==> src/rtl/dvi_video_timing_gen.sv <==
`default_nettype none
// +-------------------------------------------------------------------------+
// | dvi_video_timing_gen                                                    |
// | Raster timing and test-pattern source for the DVI output path.          |
// | VTG_PATTERN_EN compiles in the pattern generator; otherwise flat colour.|
// | Revision: 1.0                                                           |
// +-------------------------------------------------------------------------+
module dvi_video_timing_gen #(
  parameter int         H_ACTIVE = 640,
  parameter int         H_FP     = 16,
  parameter int         H_SYNC   = 96,
  parameter int         H_BP     = 48,
  parameter int         V_ACTIVE = 480,
  parameter int         V_FP     = 10,
  parameter int         V_SYNC   = 2,
  parameter int         V_BP     = 33,
  parameter bit         SYNC_POL = 1'b1,
  parameter logic [7:0] FLAT_R   = 8'd145,
  parameter logic [7:0] FLAT_G   = 8'd200,
  parameter logic [7:0] FLAT_B   = 8'd100
) (
  input  logic        pix_clk,
  input  logic        rst_n,
  input  logic [1:0]  pattern_sel,
  output logic        de,
  output logic        hsync,
  output logic        vsync,
  output logic        frame_start,
  output logic [12:0] x,
  output logic [12:0] y,
  output logic [7:0]  r,
  output logic [7:0]  g,
  output logic [7:0]  b
);
  localparam logic [12:0] c_h_last = 13'(H_ACTIVE + H_FP + H_SYNC + H_BP - 1);
  localparam logic [12:0] c_v_last = 13'(V_ACTIVE + V_FP + V_SYNC + V_BP - 1);
  localparam logic [12:0] c_h_act  = 13'(H_ACTIVE);
  localparam logic [12:0] c_v_act  = 13'(V_ACTIVE);
  localparam logic [12:0] c_hs_beg = 13'(H_ACTIVE + H_FP);
  localparam logic [12:0] c_hs_end = 13'(H_ACTIVE + H_FP + H_SYNC);
  localparam logic [12:0] c_vs_beg = 13'(V_ACTIVE + V_FP);
  localparam logic [12:0] c_vs_end = 13'(V_ACTIVE + V_FP + V_SYNC);

  logic [12:0] h_cnt_q, h_cnt_d, v_cnt_q, v_cnt_d;
  logic        de_q, de_d, hsync_q, hsync_d, vsync_q, vsync_d;
  logic        frame_start_q, frame_start_d;
  logic [12:0] x_q, x_d, y_q, y_d;
  logic [7:0]  r_q, r_d, g_q, g_d, b_q, b_d;
  logic        w_h_last, w_v_last, w_active, w_first;
  logic [7:0]  w_pix_r, w_pix_g, w_pix_b;

  assign w_h_last = (h_cnt_q == c_h_last);
  assign w_v_last = (v_cnt_q == c_v_last);
  assign w_active = (h_cnt_q < c_h_act) && (v_cnt_q < c_v_act);
  assign w_first  = (h_cnt_q == 13'd0) && (v_cnt_q == 13'd0);

  always_comb begin
    h_cnt_d = w_h_last ? 13'd0 : h_cnt_q + 13'd1;
    v_cnt_d = v_cnt_q;
    if (w_h_last) begin
      v_cnt_d = w_v_last ? 13'd0 : v_cnt_q + 13'd1;
    end
    de_d          = w_active;
    hsync_d       = ((h_cnt_q >= c_hs_beg) && (h_cnt_q < c_hs_end)) ? SYNC_POL : ~SYNC_POL;
    // v_cnt only moves on the line wrap, so vsync is inherently line-aligned
    vsync_d       = ((v_cnt_q >= c_vs_beg) && (v_cnt_q < c_vs_end)) ? SYNC_POL : ~SYNC_POL;
    frame_start_d = w_first;
    x_d           = w_active ? h_cnt_q : 13'd0;
    y_d           = w_active ? v_cnt_q : 13'd0;
    r_d           = w_active ? w_pix_r : 8'd0;
    g_d           = w_active ? w_pix_g : 8'd0;
    b_d           = w_active ? w_pix_b : 8'd0;
  end

  always_ff @(posedge pix_clk or negedge rst_n) begin
    if (!rst_n) begin
      h_cnt_q       <= 13'd0;
      v_cnt_q       <= 13'd0;
      de_q          <= 1'b0;
      hsync_q       <= ~SYNC_POL;
      vsync_q       <= ~SYNC_POL;
      frame_start_q <= 1'b0;
      x_q           <= 13'd0;
      y_q           <= 13'd0;
      r_q           <= 8'd0;
      g_q           <= 8'd0;
      b_q           <= 8'd0;
    end else begin
      h_cnt_q       <= h_cnt_d;
      v_cnt_q       <= v_cnt_d;
      de_q          <= de_d;
      hsync_q       <= hsync_d;
      vsync_q       <= vsync_d;
      frame_start_q <= frame_start_d;
      x_q           <= x_d;
      y_q           <= y_d;
      r_q           <= r_d;
      g_q           <= g_d;
      b_q           <= b_d;
    end
  end

`ifdef VTG_PATTERN_EN
  localparam logic [12:0] c_bar_last = 13'(H_ACTIVE / 8 - 1);

  logic [1:0]  pat_q, pat_d;
  logic [7:0]  frame_cnt_q, frame_cnt_d;
  logic [12:0] bar_cnt_q, bar_cnt_d;
  logic [2:0]  bar_idx_q, bar_idx_d;
  logic [12:0] w_mb_lo, w_mb_hi;
  logic        w_mb_on;

  always_comb begin
    // The first pixel of a frame already uses the request being latched.
    pat_d       = w_first ? pattern_sel : pat_q;
    frame_cnt_d = (w_h_last && w_v_last) ? frame_cnt_q + 8'd1 : frame_cnt_q;
    bar_cnt_d   = bar_cnt_q + 13'd1;
    bar_idx_d   = bar_idx_q;
    if (w_h_last) begin
      bar_cnt_d = 13'd0;
      bar_idx_d = 3'd0;
    end else if (bar_cnt_q == c_bar_last) begin
      bar_cnt_d = 13'd0;
      bar_idx_d = bar_idx_q + 3'd1;
    end
    w_mb_lo = {4'd0, frame_cnt_q, 1'b0};
    w_mb_hi = w_mb_lo + 13'd16;
    w_mb_on = (h_cnt_q >= w_mb_lo) && (h_cnt_q < w_mb_hi);
    w_pix_r = 8'd0;
    w_pix_g = 8'd0;
    w_pix_b = 8'd0;
    case (pat_d)
      // Bar order W,Y,C,G,M,R,B,K decodes straight from the index bits.
      2'd0: begin
        w_pix_r = {8{~bar_idx_q[1]}};
        w_pix_g = {8{~bar_idx_q[2]}};
        w_pix_b = {8{~bar_idx_q[0]}};
      end
      2'd1: begin
        w_pix_r = h_cnt_q[7:0];
        w_pix_g = h_cnt_q[7:0];
        w_pix_b = h_cnt_q[7:0];
      end
      2'd2: begin
        w_pix_r = {8{h_cnt_q[3] ^ v_cnt_q[3]}};
        w_pix_g = {8{h_cnt_q[3] ^ v_cnt_q[3]}};
        w_pix_b = {8{h_cnt_q[3] ^ v_cnt_q[3]}};
      end
      default: begin
        w_pix_r = {8{w_mb_on}};
        w_pix_g = {8{w_mb_on}};
        w_pix_b = 8'hFF;
      end
    endcase
  end

  always_ff @(posedge pix_clk or negedge rst_n) begin
    if (!rst_n) begin
      pat_q       <= 2'd0;
      frame_cnt_q <= 8'd0;
      bar_cnt_q   <= 13'd0;
      bar_idx_q   <= 3'd0;
    end else begin
      pat_q       <= pat_d;
      frame_cnt_q <= frame_cnt_d;
      bar_cnt_q   <= bar_cnt_d;
      bar_idx_q   <= bar_idx_d;
    end
  end
`else
  logic unused_pattern_sel;
  assign unused_pattern_sel = ^pattern_sel;
  assign w_pix_r = FLAT_R;
  assign w_pix_g = FLAT_G;
  assign w_pix_b = FLAT_B;
`endif

  assign de          = de_q;
  assign hsync       = hsync_q;
  assign vsync       = vsync_q;
  assign frame_start = frame_start_q;
  assign x           = x_q;
  assign y           = y_q;
  assign r           = r_q;
  assign g           = g_q;
  assign b           = b_q;
endmodule
`default_nettype wire

==> config.mk <==
export PLATFORM = sky130hd
export DESIGN_NAME = dvi_video_timing_gen
export DESIGN_NICKNAME = d
export VERILOG_FILES = /design/src/rtl/dvi_video_timing_gen.sv
export SDC_FILE = /design/constraint.sdc
export NUM_CORES = 1
export LEC_CHECK = 0
export CAP_MARGIN = 30
export CORE_MARGIN = 2
export CORE_UTILIZATION = 34
export DETAILED_ROUTE_END_ITERATION = 12
export PLACE_DENSITY = 0.65
export SLEW_MARGIN = 20
export SYNTH_ARGS = -nofsm -noshare
export SYNTH_HDL_FRONTEND = slang
export SYNTH_SLANG_ARGS = --single-unit
==> constraint.sdc <==
create_clock -name pix_clk -period 2.1 [get_ports pix_clk]
set_clock_uncertainty 0.1 [all_clocks]
set_input_delay 0.21 -clock pix_clk [delete_from_list [all_inputs] [get_ports pix_clk]]
set_output_delay 0.21 -clock pix_clk [all_outputs]
set_load 0.01 [all_outputs]
==> results of run 1 <==
## worst register-to-register path: cells and delay by family, from the launching register on
kind,cells,cell delay [ns]
flops,1,0.43
buf+inv,1,0.16
simple gates,3,0.64
fa+ha+maj,1,0.24
xor+xnor,1,0.15
## stage by stage
stage	setup WS (ns)	total power [mW]	cell area (um2)	cells	hold WS (ns)
after floorplan	0.426	1.14	2610	239	-0.186
after global placement	0.296	1.16	2940	349	0.127
after detailed placement	0.272	1.16	2940	349	0.134
after CTS	0.250	1.82	3050	356	0.331
after global routing	0.116	1.86	3050	356	0.386
final	0.260	1.79	3050	356	0.323
## power by group
| part | internal (mW) | total (mW) | switching, mW | leakage [nW] |
|---|---|---|---|---|
| Combinational | 0.0170 | 0.0568 | 0.0398 | 0.629 |
| Clock | 0.342 | 0.652 | 0.310 | 0.0501 |
| Sequential | 1.08 | 1.09 | 0.00131 | 0.737 |
| Total | 1.44 | 1.79 | 0.351 | 1.42 |
## cells by family (layout without fill, tap and decap cells)
family | count (synthesis) | in the layout
AND/OR/NAND/NOR | 88 | 88
flip-flops | 56 | 56
buffers and inverters | 39 | 57
XOR/XNOR | 17 | 17
AO/OA/AOI/OAI | 12 | 12
adder cells (fa/ha/maj) | 4 | 4
other | 1 | 22
multiplexers | 1 | 1
## layout make-up
| type | instances | share of cell area, % |
|---|---|---|
| well taps | 99 | 4.06 |
| inverters | 6 | 0.738 |
| flip-flops and latches | 56 | 45.9 |
| repair buffers | 45 | 15.1 |
| clock inverters | 1 | 0.984 |
| multi-input cells | 144 | 31.0 |
| clock buffers | 5 | 2.26 |
## layout by cell type (no fill, tap or decap), types with 2 or more instances in the layout
cell type,netlist,final
sky130_fd_sc_hd__nand3_1,7,7
sky130_fd_sc_hd__inv_1,6,6
sky130_fd_sc_hd__conb_1,1,22
sky130_fd_sc_hd__nand4b_1,2,2
sky130_fd_sc_hd__nor3_4,2,2
sky130_fd_sc_hd__xnor2_1,11,11
sky130_fd_sc_hd__dfrtp_1,56,56
sky130_fd_sc_hd__nand2_1,8,8
sky130_fd_sc_hd__and2_1,16,16
sky130_fd_sc_hd__and4_1,5,5
sky130_fd_sc_hd__o21ai_0,2,2
sky130_fd_sc_hd__xor2_1,5,5
sky130_fd_sc_hd__buf_4,25,2
sky130_fd_sc_hd__clkdlybuf4s50_1,0,39
sky130_fd_sc_hd__nor4_1,7,7
sky130_fd_sc_hd__nor3_2,2,2
sky130_fd_sc_hd__nand2_2,2,2
sky130_fd_sc_hd__a31oi_1,2,2
sky130_fd_sc_hd__o2bb2ai_1,2,2
sky130_fd_sc_hd__buf_12,0,2
sky130_fd_sc_hd__ha_1,4,4
sky130_fd_sc_hd__nand4_1,9,9
sky130_fd_sc_hd__o21ai_2,2,2
sky130_fd_sc_hd__and3_1,6,6
sky130_fd_sc_hd__nor3_1,6,6
sky130_fd_sc_hd__nor2_1,8,8
sky130_fd_sc_hd__nand2b_1,3,3
sky130_fd_sc_hd__clkbuf_8,0,5
sky130_fd_sc_hd__o21ai_1,2,2
## registers in the layout, summed over array words and instances (netlist names)
register     cells
h_cnt_q         13
v_cnt_q         13
x               13
y               13
frame_start      1
hsync            1
r                1
vsync            1
## worst paths after layout
path | from | to
worst max-delay path | h_cnt_q[0] | v_cnt_q[10]
worst min-delay path | rst_n | x[1]
worst max register to register | h_cnt_q[0] | v_cnt_q[10]
worst min register to register | v_cnt_q[12] | v_cnt_q[12]
max in group asynchronous | rst_n | v_cnt_q[4]
min in group pix_clk | v_cnt_q[12] | v_cnt_q[12]
## layer usage
metal  GRT usage, %  share of wire, %  up-vias
met5              0                 0        -
met1           15.4                49      737
met2           17.2                45       52
met3           3.26               5.4        2
met4           4.87              0.95        0
li1               -                 -      772
==> qor_table.md, run 1 <==
| Group | Item | Value |
|---|---|---|
| cts | Number of hold buffers added after cts | 1 |
| setup path | Reg2Reg Setup Slack | 0.26 ns |
| timing | Number of hold violations in the final report | 0 |
| yosys | Post-Synthesis Cell Area | 2530 um2 |
| setup path | Crit path DAT | 1.93 ns |
| timing | Sum Neg Setup Slack | 0 ns |
| floorplan | Horiz. Die Dim | 90.3 um |
| setup path | Top cell family by delay on the critical path | simple AND/OR/NAND/NOR gates |
| cts | Total number of clock tree sinks | 56 |
| timing | Max-slew violations | 0 |
| yosys | Post-synthesis xor/xnor area fraction | 6.18% |
| drt | DRC violations left | 0 |
| yosys | Synth Instances | 218 |
| cts | CTS clk-pin slew, worst paths | 0.09 ns |
| global routing | Vias in the first global route | 1529 |
| cells and area | Fill cell total of the finished layout | 717 |
| placement | Post-DP HPWL | 2.95 mm |
| yosys | Post-synthesis sequential element count | 56 |
| global routing | GR Overflow Total | 0 |
| cells and area | # diodes | 0 |
| cells and area | Layout net count | 266 |
| floorplan | Starting density of the core | 35.1% |
| setup path | Crit Path Category | reg -> reg |
| setup path | Startpoint class of the critical path | flip-flop |
| global routing | GRT Util Overall | 11.4% |
| yosys | Syn_area_per_cell | 11.6 um2 |
| yosys | Most used flip-flop cell after synthesis | sky130_fd_sc_hd__dfrtp_1 |
| timing | Slew HR | 62.5% |
| floorplan | Die Span Y | 90.3 um |
| cts | Clock tree from TritonCTS | built |
| floorplan | Num ports | 58 |
| drt | Sum of routed wire length over all layers | 4.23 mm |
| timing | Part of the cycle the worst path needs | 87.6% |
| setup path | Endpoint class of the critical path | flip-flop |
| timing | Setup repair after global routing missed its margin | false |
| cts | Bufs on Longest Clock Path | 2 |
| setup path | Critical path's slowest cell | sky130_fd_sc_hd__dfrtp_1 |
| floorplan | Die Footprint | 8150 um2 |
| job | Number of violations of the max-capacitance limit | 0 |
| cts | Number of buffers added by the clock tree synthesis step | 5 |
| cts | Post-CTS Repair Setup Buffers | 0 |
| timing | Tightest Pin Transition | 0.562 ns |
| floorplan | Std cell rows | 31 |
| yosys | Share of the synthesized area in the top cell type | 55.3% |
| cts | Root Buffer | sky130_fd_sc_hd__clkbuf_8 |
| drt | Wire per inst | 11.9 um |
| global routing | Largest net degree at the start of global routing | 35 |
| cts | Clock latency reported for the late side of the worst-skew pair | 0.30 ns |
| yosys | Proportion of synthesized area in mux cells | 0.395% |
| setup path | Crit. path cell count | 6 |
| yosys | Number of synthesized flops with an enable pin | 0 |
| drt | Iteration-0 DRC count of the detailed router | 125 |
| floorplan | Area of the core | 7210 um2 |
| setup path | Length in cells of the worst reg-to-reg path | 6 |
| yosys | Adder-cell area share of the yosys netlist | 1.98% |
| setup path | Crit-path max FO | 16 |
| cells and area | Synthesis-to-layout area growth | 20.5% |
| yosys | Fraction of registers with async set/reset | 100% |
| yosys | Most repeated cell in the gate-level netlist after synthesis | sky130_fd_sc_hd__dfrtp_1 |
| yosys | Sequential share of the synthesized area | 55.3% |
| outcome | Outcome | completed |
| drt | Via count of the routed design | 1563 |
| pwr | Pwr dens | 588 nW/um2 |
| setup path | Worst Path Required | 2.19 ns |
| yosys | Main combinational cell family by area after synthesis | simple AND/OR/NAND/NOR gates |
| cts | CTS resizes | 0 |
| yosys | Warning count from the yosys run | 0 |
| timing | Top achievable clock speed | 543 MHz |
| cells and area | Sequential cell area in the final layout | 1400 um2 |
| global routing | Antenna violations before repair | 0 |
| cells and area | Proportion of layout cells with a drive suffix above 1 | 9.34% |
| yosys | Compound-cell area share of the yosys netlist | 3.46% |
| global routing | Wire length of the first global-routing pass | 7.47 mm |
| timing | Setup-violating endpoint count in the final report | 0 |
| setup path | Cell-by-cell trace of the critical path | ha_1, and4_4, and4_1, buf_12, nand4_1, xnor2_1 |
| drt | Number of nets still failing antenna checks after routing | 0 |
| yosys | Simple-gate area share of the yosys netlist | 22.0% |
| drt | Total iterations of the first detailed-routing run | 4 |
| yosys | Library cells used by synthesis | 39 |
| timing | Tmin final | 1.84 ns |
| placement | Placer's final routability congestion estimate | 0.762 |
| pwr | Maximum vdd ir drop | 0.240 mV |
| setup path | Critical path buffers and inverters | 1 |
| setup path | Crit-path max cell delay | 0.43 ns |
| pwr | Static leakage power | 1.42 nW |
| cts | Number of levels in the clock H-tree | 2 |
| yosys | Cells taking the most area after synthesis | sky130_fd_sc_hd__dfrtp_1 (55%), sky130_fd_sc_hd__buf_4 (7.4%), sky130_fd_sc_hd__and2_1 (4.0%) |
| yosys | Most area-hungry cell type in the Yosys netlist | sky130_fd_sc_hd__dfrtp_1 |
| placement | # port buffers | 40 |
| min path | Type of the most critical hold path | in -> async |
| cells and area | Core occupancy in the finished layout | 42.3% |
| drt | Via-to-Cell Ratio | 4.39 |
| cells and area | Area of the multi-input gates | 945 um2 |
| yosys | Top cells by count, synth | sky130_fd_sc_hd__dfrtp_1 (56), sky130_fd_sc_hd__buf_4 (25), sky130_fd_sc_hd__and2_1 (16), sky130_fd_sc_hd__xnor2_1 (11), sky130_fd_sc_hd__nand4_1 (9) |
No activity file was read; power rests on OpenSTA's default activity.
==> inputs of run 2 (changes only) <==
SETUP_SLACK_MARGIN = 0.15   (was not set)
clock period = 1.88 ns   (was 2.1 ns; I/O delays follow)
==> run 2 against run 1 <==
Compared with the run above: sequential power up 11%; register-to-register slack got worse by 0.06 ns; non-clock buffer count rose by 10; wire length increased by 0.66%; count of clock-buffer cells in the layout unchanged; clock power increased by 18%; largest cell class unchanged.
==> qor_table.md, run 2 (synthesis results as in run 1) <==
| Group | Item | Value |
|---|---|---|
| outcome | Outcome | completed |
| job | Number of violations of the max-capacitance limit | 0 |
| drt | Highest signal layer in the routed design | met4 |
| global routing | Wire length of the first global-routing pass | 7.13 mm |
| cells and area | Fill cell total of the finished layout | 708 |
| pwr | Maximum vdd ir drop | 0.383 mV |
| cts | Root Buffer | sky130_fd_sc_hd__clkbuf_8 |
| timing | Tmin final | 1.68 ns |
| drt | DRC violations left | 0 |
| placement | # port buffers | 40 |
| floorplan | Area of the core | 7210 um2 |
| timing | Max-slew violations | 0 |
| timing | Setup-violating endpoint count in the final report | 0 |
| floorplan | Die Span Y | 90.3 um |
| cells and area | Layout net count | 276 |
| pwr | Pwr dens | 647 nW/um2 |
| timing | Tightest Pin Transition | 0.537 ns |
| timing | Setup repair after global routing missed its margin | true |
| timing | Sum Neg Setup Slack | 0 ns |
| cells and area | Commonest non-fill, non-tap cell in the layout | sky130_fd_sc_hd__dfrtp_1 |
| drt | Number of nets still failing antenna checks after routing | 0 |
| drt | Wire per inst | 11.6 um |
| placement | Cell area after placement | 3010 um2 |
| drt | Iteration-0 DRC count of the detailed router | 73 |
| floorplan | Starting density of the core | 35.1% |
| setup path | Crit-path max FO | 13 |
| global routing | GR Overflow Total | 0 |
| cells and area | Commonest cells after routing, fill and taps aside | sky130_fd_sc_hd__dfrtp_1 (55), sky130_fd_sc_hd__clkdlybuf4s50_1 (39), sky130_fd_sc_hd__conb_1 (22) |
| cells and area | Post-route cell area | 3160 um2 |
| global routing | GRT Util Overall | 10.9% |
| cts | Bufs on Longest Clock Path | 2 |
| timing | Tightest hold margin | 0.285 ns |
| setup path | Startpoint class of the critical path | flip-flop |
| min path | Type of the most critical hold path | in -> async |
| cells and area | Synthesis-to-layout area growth | 24.8% |
| placement | Placer's final routability congestion estimate | 0.768 |
| drt | Via-to-Cell Ratio | 4.52 |
| cts | Clock tree from TritonCTS | built |
| cts | Number of buffers added by the clock tree synthesis step | 5 |
| global routing | Antenna violations before repair | 0 |
| drt | Met2 Routed Length | 1.88 mm |
| setup path | Reg2Reg Setup Slack | 0.20 ns |
| global routing | Vias in the first global route | 1497 |
| cts | Number of levels in the clock H-tree | 2 |
| placement | Post-DP HPWL | 2.98 mm |
| cells and area | # diodes | 0 |
| cts | Total number of clock tree sinks | 56 |
| timing | Part of the cycle the worst path needs | 89.6% |
| floorplan | Horiz. Die Dim | 90.3 um |
| floorplan | Die Footprint | 8150 um2 |
| global routing | Largest net degree at the start of global routing | 35 |
| floorplan | Num ports | 58 |
| pwr | Static leakage power | 1.47 nW |
| drt | Via count of the routed design | 1664 |
| timing | Slew HR | 64.2% |
| timing | Number of hold violations in the final report | 0 |
| cts | CTS clk-pin slew, worst paths | 0.10 ns |
| setup path | Worst Path Required | 1.99 ns |
| drt | Routed length on met3 | 304 um |
| cells and area | Proportion of layout cells with a drive suffix above 1 | 14.9% |
| drt | Total iterations of the first detailed-routing run | 4 |
| drt | Sum of routed wire length over all layers | 4.26 mm |
| drt | Routed metal-1 wirelength | 2.00 mm |
| floorplan | Std cell rows | 31 |
| cts | Clock latency reported for the late side of the worst-skew pair | 0.31 ns |
| setup path | Endpoint class of the critical path | flip-flop |
| timing | Top achievable clock speed | 594 MHz |
| setup path | Crit Path Category | reg -> reg |
| setup path | Crit path DAT | 1.79 ns |
## run 2: cell types whose count changed in the layout (fill, tap and decap cells not counted), sizes merged
cell / delta
buf: +10
clkinv: +1
clkinvlp: +1
## run 2: path summary, 6_finish.rpt
kind	start	to	cells after the start
worst max-delay path	h_cnt_q[1]	v_cnt_q[10]	6
worst min-delay path	rst_n	x[1]	2
worst max register to register	h_cnt_q[1]	v_cnt_q[10]	6
worst min register to register	v_cnt_q[12]	v_cnt_q[12]	1
max in group asynchronous	rst_n	r[4]	3
min in group pix_clk	v_cnt_q[12]	v_cnt_q[12]	1
## run 2: what timing repair did
action / 4_1_cts / 5_1_grt
hold buffers: 1 / 0
resized for setup: 0 / 4
setup endpoints to repair: 7 / 19
pin swaps: 0 / 1
endpoints found under the hold margin: 22 / 0
cloned: 0 / 0
buffers inserted: 1 / 2
## run 2: metrics by stage
| step | setup slack [ns] | total power, mW | utilization, % | cells |
|---|---|---|---|---|
| 3_5_place_dp | 0.0919 | 1.30 | 41.7 | 356 |
| 5_1_grt | 0.110 | 2.12 | 43.8 | 368 |
| 6_report | 0.196 | 2.04 | 43.8 | 368 |
| 3_3_place_gp | 0.116 | 1.30 | 41.7 | 356 |
| 2_1_floorplan | 0.206 | 1.28 | - | 239 |
| 4_1_cts | 0.151 | 2.07 | 43.5 | 366 |
## run 2: critical path, cell delays in order (launching register included)
cell and delay (ns):
sky130_fd_sc_hd__dfrtp_1 0.37, sky130_fd_sc_hd__ha_2 0.20, sky130_fd_sc_hd__and4_4 0.27, sky130_fd_sc_hd__and4_4 0.24, sky130_fd_sc_hd__buf_12 0.14, sky130_fd_sc_hd__nand4_1 0.11, sky130_fd_sc_hd__xnor2_1 0.15
## run 2: cell type report
type | instances | area (um2) | area share (%)
clock inverters | 3 | 42.5 | 1.35
repair buffers | 55 | 548 | 17.3
clock buffers | 5 | 68.8 | 2.18
multi-input cells | 144 | 951 | 30.1
well taps | 99 | 124 | 3.92
inverters | 6 | 22.5 | 0.713
flip-flops and latches | 56 | 1400 | 44.4
## run 2: power by group
part	switching (mW)	internal [mW]
clock network	0.375	0.394
logic	0.0439	0.0190
registers	0.00164	1.21
## run 2: per-layer routing
layer / up-vias / GRT usage (%)
met2: 63 / 16.4
met5: - / 0
met1: 798 / 14.9
li1: 798 / -
met4: 0 / 3.85
met3: 5 / 3.67
==> inputs of run 3 (changes only) <==
==> constraint.sdc (replaced) <==
create_clock -name pix_clk -period 1.88 [get_ports pix_clk]
set_clock_uncertainty 0.1 [all_clocks]
set_input_delay 0.376 -clock pix_clk [delete_from_list [all_inputs] [get_ports pix_clk]]
set_output_delay 0.376 -clock pix_clk [all_outputs]
set_load 0.01 [all_outputs]
==> run 3 against run 2 <==
Compared with the run above: wire length grew 3.2%; die area is the same; first-iteration DRC count grew 21%; critical path type is now reg -> out.
==> qor_table.md, run 3 (synthesis results as in run 1) <==
| Group | Item | Value |
|---|---|---|
| cts | Total number of clock tree sinks | 56 |
| placement | # port buffers | 40 |
| floorplan | Die Footprint | 8150 um2 |
| drt | DRC violations left | 0 |
| floorplan | Horiz. Die Dim | 90.3 um |
| setup path | Launching point of the worst reg2reg path | h_cnt_q[1] |
| placement | Placer's final routability congestion estimate | 0.745 |
| drt | Sum of routed wire length over all layers | 4.39 mm |
| cells and area | # diodes | 0 |
| setup path | Crit Path Category | reg -> out |
| timing | Setup repair after global routing missed its margin | true |
| global routing | GR Overflow Total | 0 |
| cts | Bufs on Longest Clock Path | 2 |
| cts | Number of buffers added by the clock tree synthesis step | 5 |
| setup path | Critical path buffers and inverters | 1 |
| timing | Tmin final | 1.78 ns |
| cts | Clock tree from TritonCTS | built |
| timing | Part of the cycle the worst path needs | 94.5% |
| setup path | Critical path's slowest cell | sky130_fd_sc_hd__clkdlybuf4s50_1 |
| setup path | Endpoint class of the critical path | output port |
| floorplan | Area of the core | 7210 um2 |
| timing | Number of hold violations in the final report | 0 |
| setup path | Length in cells of the worst reg-to-reg path | 6 |
| drt | Iteration-0 DRC count of the detailed router | 88 |
| pwr | Pwr dens | 637 nW/um2 |
| global routing | Wire length of the first global-routing pass | 7.35 mm |
| setup path | Crit-path max FO | 10 |
| timing | Setup slack of the critical path after layout | 0.103 ns |
| cells and area | Synthesis-to-layout area growth | 27.8% |
| drt | Total iterations of the first detailed-routing run | 4 |
| min path | Startpoint of the worst hold path | v_cnt_q[12] |
| placement | Worst slack at placement | 0.140 ns |
| cts | Clock latency reported for the late side of the worst-skew pair | 0.31 ns |
| setup path | Startpoint class of the critical path | flip-flop |
| drt | Via-to-Cell Ratio | 4.41 |
| setup path | Critical R2R Capture | v_cnt_q[10] |
| global routing | Largest net degree at the start of global routing | 57 |
| setup path | Crit path DAT | 1.30 ns |
| floorplan | Die Span Y | 90.3 um |
| cts | Number of levels in the clock H-tree | 2 |
| floorplan | Num ports | 58 |
| cts | Root Buffer | sky130_fd_sc_hd__clkbuf_8 |
| job | Number of violations of the max-capacitance limit | 0 |
| cells and area | Layout net count | 282 |
| timing | Setup-violating endpoint count in the final report | 0 |
| timing | Top achievable clock speed | 563 MHz |
| min path | Worst hold path endpoint | v_cnt_q[12] |
| setup path | Cell-by-cell trace of the critical path | clkdlybuf4s50_1 |
| min path | Type of the most critical hold path | reg -> reg |
| setup path | Top cell family by delay on the critical path | buffers and inverters |
| cells and area | Commonest cells after routing, fill and taps aside | sky130_fd_sc_hd__dfrtp_1 (55), sky130_fd_sc_hd__clkdlybuf4s50_1 (39), sky130_fd_sc_hd__conb_1 (22) |
| setup path | Crit-path max cell delay | 0.56 ns |
| cells and area | Proportion of layout cells with a drive suffix above 1 | 16.4% |
| placement | Cell area after placement | 3020 um2 |
| placement | Post-DP HPWL | 2.94 mm |
| cells and area | Post-route cell area | 3240 um2 |
| setup path | Worst Path Required | 1.40 ns |
| pwr | Static leakage power | 1.51 nW |
| drt | Wire per inst | 11.7 um |
| global routing | Vias in the first global route | 1511 |
| floorplan | Std cell rows | 31 |
| min path | WHS Path Cells | 1 |
| global routing | GRT Util Overall | 11.4% |
| drt | Via count of the routed design | 1651 |
| setup path | Reg2Reg Setup Slack | 0.21 ns |
| cells and area | Commonest non-fill, non-tap cell in the layout | sky130_fd_sc_hd__dfrtp_1 |
| timing | Sum Neg Setup Slack | 0 ns |
| global routing | Antenna violations before repair | 0 |
| drt | Number of nets still failing antenna checks after routing | 0 |
| pwr | Maximum vdd ir drop | 0.369 mV |
| timing | Max-slew violations | 0 |
| cts | CTS clk-pin slew, worst paths | 0.10 ns |
| outcome | Outcome | completed |
| floorplan | Starting density of the core | 35.1% |
[run 3: worst max path at each step]
stage / startpoint / end / slack [ns] / cells after the start
3_3_place_gp: h_cnt_q[0] / v_cnt_q[10] / 0.18 / 6
4_1_cts: r[4] / r[7] / 0.08 / 1
6_report: r[4] / r[7] / 0.10 / 1
5_1_grt: r[4] / g[6] / 0.04 / 1
3_5_place_dp: h_cnt_q[0] / v_cnt_q[7] / 0.14 / 6
2_1_floorplan: h_cnt_q[0] / v_cnt_q[5] / 0.21 / 7
[run 3: metal layers]
| metal | up-vias | wire length, um | track usage (%) |
|---|---|---|---|
| met4 | 0 | 54 | 4.62 |
| met3 | 2 | 275 | 3.26 |
| li1 | 812 | - | - |
| met1 | 774 | 2070 | 15.2 |
| met5 | - | 0 | 0 |
| met2 | 63 | 1990 | 17.5 |
[run 3: area by class of cell]
| cell class | count | area [um2] |
|---|---|---|
| fill | 675 | 3980 |
| sequential | 56 | 1400 |
| multi-input combinational | 144 | 966 |
| timing repair buffer | 61 | 611 |
| tap | 99 | 124 |
| clock buffer | 6 | 72.6 |
| clock inverter | 2 | 38.8 |
| inverter | 6 | 22.5 |
[run 3: repair_timing]
action	4_1_cts	5_1_grt
endpoints found under the hold margin	56	0
resized for setup	3	3
hold buffers	1	0
gates cloned	0	1
pin swaps	0	5
buffers inserted	0	7
setup endpoints to repair	13	24
[run 3: metrics by stage]
stage	instances	power (mW)	hold slack (ns)	utilization, %
final	374	2.06	0.403	44.9
after global routing	374	2.14	0.433	44.9
after CTS	366	2.08	0.408	43.6
after detailed placement	357	1.30	0.299	41.8
after global placement	357	1.30	0.291	41.8
after floorplan	239	1.28	-0.0196	-
[run 3: power by group]
group	switching [mW]	total (mW)	internal, mW	leakage (nW)
sequential	0.00161	1.21	1.21	0.737
clock	0.382	0.785	0.403	0.0558
combinational	0.0441	0.0634	0.0192	0.722
